File: config.mk
export PLATFORM = sky130hd
export DESIGN_NAME = alu_share_arb
export DESIGN_NICKNAME = d
export VERILOG_FILES = /design/src/rtl/alu_share_arb_pkg.sv /design/src/rtl/alu_share_arb_rr_pick2.sv /design/src/rtl/alu_share_arb.sv
export SDC_FILE = /design/constraint.sdc
export NUM_CORES = 1
export LEC_CHECK = 0
export BUFFER_PORTS_ARGS = -buffer_cell sky130_fd_sc_hd__buf_4
export CAP_MARGIN = 20
export CELL_PAD_IN_SITES_DETAIL_PLACEMENT = 1
export CELL_PAD_IN_SITES_GLOBAL_PLACEMENT = 2
export CORE_UTILIZATION = 16
export CTS_CLUSTER_SIZE = 14
export DETAILED_ROUTE_END_ITERATION = 10
export GPL_TIMING_DRIVEN = 0
export PLACE_DENSITY = 0.77
export SLEW_MARGIN = 20
export SYNTH_ARGS = -nofsm -noshare
export SYNTH_HDL_FRONTEND = slang
export SYNTH_SLANG_ARGS = --single-unit
File: constraint.sdc
create_clock -name clk -period 3 [get_ports clk]
set_clock_uncertainty 0.05 [all_clocks]
set_input_delay 0.6 -clock clk [delete_from_list [all_inputs] [get_ports clk]]
set_output_delay 0.6 -clock clk [all_outputs]
set_load 0.05 [all_outputs]
File: src/rtl/alu_share_arb_pkg.sv
// Shared types and constants for the two-requester ALU sharing arbiter.
// Entry state encodings and the captured ALU result bundle.
package alu_share_arb_pkg;

    localparam int ALU_ARB_REQ_N = 2;
    localparam int ALU_W = 32;
    localparam int OP_W = 4;

    localparam logic ST_EMPTY = 1'b0;
    localparam logic ST_FULL  = 1'b1;

    typedef struct packed {
        logic [ALU_W-1:0] result;
        logic             zero;
    } alu_cap_t;

endpackage

File: src/rtl/alu_share_arb_rr_pick2.sv
// Two-way round-robin picker: when both are valid, the one that was
// not granted last wins; a lone valid always wins.
module rr_pick2 (
    input  logic v0,
    input  logic v1,
    input  logic last,
    output logic g0,
    output logic g1
);

    always_comb begin
        g0 = v0 & (~v1 | last);
        g1 = v1 & (~v0 | ~last);
    end

endmodule

File: src/rtl/alu_share_arb.sv
// Shares one external combinational ALU between two valid/ready requesters,
// returning each result through a single-entry response register.
module alu_share_arb
    import alu_share_arb_pkg::*;
#(
    parameter int TAG_W      = 4,
    parameter int FIRST_PRIO = 0
) (
    input  logic             clk,
    input  logic             rst_n,

    input  logic             req0_valid,
    output logic             req0_ready,
    input  logic [3:0]       req0_op,
    input  logic [31:0]      req0_a,
    input  logic [31:0]      req0_b,
    input  logic [TAG_W-1:0] req0_tag,

    input  logic             req1_valid,
    output logic             req1_ready,
    input  logic [3:0]       req1_op,
    input  logic [31:0]      req1_a,
    input  logic [31:0]      req1_b,
    input  logic [TAG_W-1:0] req1_tag,

    output logic             rsp0_valid,
    input  logic             rsp0_ready,
    output logic             rsp1_valid,
    input  logic             rsp1_ready,
    output logic [31:0]      rsp_result,
    output logic             rsp_zero,
    output logic [TAG_W-1:0] rsp_tag,

    output logic [31:0]      alu_a,
    output logic [31:0]      alu_b,
    output logic [3:0]       alu_ctrl,
    input  logic [31:0]      alu_result,
    input  logic             alu_zero
);

    localparam logic LAST_RST = (FIRST_PRIO == 0) ? 1'b1 : 1'b0;

    logic             st_q, st_d;
    logic             owner_q, owner_d;
    logic             last_q, last_d;
    alu_cap_t         cap_q, cap_d;
    logic [TAG_W-1:0] tag_q, tag_d;

    logic                     own_rdy;
    logic                     free;
    logic                     accept;
    logic [ALU_ARB_REQ_N-1:0] grant;

    // The slot frees up in the same cycle its owner drains it.
    assign own_rdy = owner_q ? rsp1_ready : rsp0_ready;
    assign free    = (st_q == ST_EMPTY) | own_rdy;

    rr_pick2 u_pick (
        .v0   (req0_valid & free & rst_n),
        .v1   (req1_valid & free & rst_n),
        .last (last_q),
        .g0   (grant[0]),
        .g1   (grant[1])
    );

    assign req0_ready = grant[0];
    assign req1_ready = grant[1];
    assign accept     = |grant;

    // Idle selects req0 so the ALU inputs do not toggle needlessly.
    always_comb begin
        alu_a    = req0_a;
        alu_b    = req0_b;
        alu_ctrl = req0_op;
        if (grant[1]) begin
            alu_a    = req1_a;
            alu_b    = req1_b;
            alu_ctrl = req1_op;
        end
    end

    always_comb begin
        st_d    = st_q;
        owner_d = owner_q;
        last_d  = last_q;
        cap_d   = cap_q;
        tag_d   = tag_q;
        if (!rst_n) begin
            st_d    = ST_EMPTY;
            owner_d = 1'b0;
            last_d  = LAST_RST;
            cap_d   = '0;
            tag_d   = '0;
        end else if (accept) begin
            st_d         = ST_FULL;
            owner_d      = grant[1];
            last_d       = grant[1];
            cap_d.result = alu_result;
            cap_d.zero   = alu_zero;
            tag_d        = grant[1] ? req1_tag : req0_tag;
        end else if (free) begin
            st_d = ST_EMPTY;
        end
    end

    always_ff @(posedge clk) begin
        st_q    <= st_d;
        owner_q <= owner_d;
        last_q  <= last_d;
        cap_q   <= cap_d;
        tag_q   <= tag_d;
    end

    assign rsp0_valid = rst_n & (st_q == ST_FULL) & ~owner_q;
    assign rsp1_valid = rst_n & (st_q == ST_FULL) & owner_q;
    assign rsp_result = cap_q.result;
    assign rsp_zero   = cap_q.zero;
    assign rsp_tag    = tag_q;

endmodule

==> metrics.txt <==
final antenna diode count=0; full die area=16400 um2; Port Buf Inserts=289; post-route cell area=5140 um2; Pre-antenna DRT Iters=4; Max Fclk=358 MHz; Detailed Place HPWL=10700 um; final setup margin=0.209 ns; Vias/cell=4.00; Final period util=a little over 90%; Synth Area in Simple Gates=11.5%; CP cell instances=buf_1 > and2_1 > a211oi_4 > buf_4 > buf_4 > mux2_2 > buf_4; RSZ-0062 raised after global routing=no; Post-Synthesis Cells=266; largest net degree at the start of global routing=14; post-synthesis xor/xnor area fraction=0%; Syn-to-layout area delta=103%; multiplexer share of the synthesized area=43.7%; DP Area=4970 um2; Final #Nets=747; r2r startpoint=owner_q; htree depth=2; Synth cell types=26; first-pass GRT wire length=17900 um; Root Driver=clkbuf_16; crit path capture type=output port; #FFs+latches synth=40; fin. max-slew vios=0; Slowest-stage cell, CP=mux2_2; die extent in x=128 um; area occupied by multi-input gates=1590 um2; Clk pin slew, worst setup/hold paths=around 0.07 ns; fraction of the mapped netlist area in adder cells=0%; family with the most delay on the worst path=buffers and inverters; Slew headroom=around two thirds; setup TNS=0 ns; row count=between 40 and 50; yosys warns=0; CP most frequent cell=buf_4; fillers=1821; kind of critical path=primary input to output port; DRC=0; critical path depth=7; hold_sp=rsp_result[23]; DRT iter0 DRCs=56; pwr/cell area=around 430 nW/um2; worst r2r path cells=4; Max FO, Critical Path=10; Lkg Pwr=2.58 nW; endpoints failing hold=0; status=completed; Syn Std Cell Area=2540 um2; post-layout minimum cycle time=2.79 ns; initial antenna violation count=0; largest cells by area after synthesis=dfxtp_1 (32%), mux2_2 (28%), mux2i_1 (13%), nand2_1 (11%), mux2_1 (2.7%); largest family of logic cells by synthesized area=multiplexers; CP arrival=2.14 ns; number of setup violations in the final report=0; CTS tree=built; Worst R2R Setup Slack=between 1 and 1.5 ns; Storage cell area=801 um2; beginning of the critical path=req0_valid; final core utilization=about a third; worst min-delay path class=register to register; Mapped Avg Cell Area=9.54 um2; starting density of the core=16.6%; startpoint types=primary input; Num Clock Sinks=40; Routed WL per cell=16.1 um; Syn Nets=449; Crit path required time=2.35 ns; Buf/Inv on CP=4; clk_lat worst skew=0.27 ns; antenna-violating nets left=0; Synth Area in Compound Gates=~7%; Routability Congestion=approximately 0.7; area leader, netlist=dfxtp_1; share of the synthesized area in the top cell type=31.6%; peak supply drop=295 uV; die height=128 um; share of layout cells above drive strength 1=67.1%; Max Cap Viol=0; CP peak stage delay=0.35 ns; GRT overflow=0; DRT Wirelength=12500 um; worst hold path depth=2; vias in the first global route=3283; CTS max path bufs=2; area of the core region=15300 um2; GRT Total Usage=14.1%; post-synthesis sequential area ratio=31.6%; # IOs=292; CTS Buf Count=5; via count=3107; worst slack at placement=-0.238 ns; Slew @ Worst Pin=0.529 ns
-- placed cells by master, fill, tap and decap left out, drive strengths merged, types with 2 or more instances in the layout --
master,n
and2,2
buf,303
dfxtp,40
nor2,2
clkinv,3
mux2i,34
o31ai,4
o221a,4
mux2,68
clkbuf,14
a31oi,4
inv,7
nand2,71
-- cell families (layout without fill, tap and decap cells) --
group / after synthesis / after routing
flip-flops: 40 / 40
AO/OA/AOI/OAI: 20 / 20
multiplexers: 102 / 102
AND/OR/NAND/NOR: 76 / 76
buffers and inverters: 28 / 327
-- per-stage QoR --
| stage | hold WS, ns | std cells | power (mW) |
|---|---|---|---|
| final | 0.410 | 776 | 2.19 |
| after global routing | 0.424 | 776 | 2.29 |
| after CTS | 0.415 | 776 | 2.22 |
| after detailed placement | 0.401 | 766 | 1.68 |
| after global placement | 0.394 | 766 | 1.66 |
| after floorplan | 0.425 | 266 | 1.26 |
-- sequential cells by signal, indices dropped and copies added (netlist names) --
register and count:
rsp_zero 1, rsp_result 32, last_q 1, owner_q 1
st_q 1, rsp_tag 4
-- worst min-delay path, stage by stage, from the launching register on --
cell,delay (ns)
dfxtp_1,0.31
nand2_1,0.05
mux2i_1,0.05
-- synthesized netlist by cell type, drive strengths merged --
| cell | n |
|---|---|
| a211o | 1 |
| a211oi | 1 |
| a21boi | 1 |
| a21oi | 1 |
| a221o | 1 |
| a31oi | 4 |
| and2 | 2 |
| and3 | 1 |
| buf | 13 |
| clkbuf | 8 |
| dfxtp | 40 |
| inv | 7 |
| mux2 | 68 |
| mux2i | 34 |
| nand2 | 71 |
| nor2 | 2 |
| o21bai | 1 |
| o221a | 4 |
| o221ai | 1 |
| o31a | 1 |
| o31ai | 4 |
-- where the power goes --
part | switching (mW) | leakage (nW) | internal [mW]
sequential | 0.0284 | 0.332 | 0.577
clock | 0.223 | 0.0736 | 0.307
combinational | 0.629 | 2.17 | 0.425
total | 0.880 | 2.58 | 1.31
-- cell type report --
cell class,instances,area share (%)
clock inverters,3,0.365
repair buffers,291,42.5
plain buffers,21,2.51
well taps,211,5.14
multi-input cells,198,31.0
inverters,7,0.511
flip-flops and latches,40,15.6
clock buffers,5,2.43
-- path summary, 6_finish.rpt --
path | end
worst max register to register | rsp_result[10]
worst max-delay path | alu_a[8]
worst min register to register | rsp_result[23]
worst min-delay path | rsp_result[23]
-- routing by layer --
metal	wire [um]	track usage, %	up-vias
li1	-	-	1518
met1	4750	16.5	1461
met2	6640	26.1	124
met3	1020	3.88	4
met4	55	2.08	0
met5	0	0	-
-- timing repair --
item / in CTS / in global routing
gates cloned: 0 / 0
hold endpoints to repair: 0 / 0
setup endpoints to repair: 68 / 61
pin swaps: 1 / 0
gates resized for setup: 0 / 2
hold buffers: 0 / 0
setup buffers: 2 / 0
Note: power is estimated with default switching activity, not from simulation.
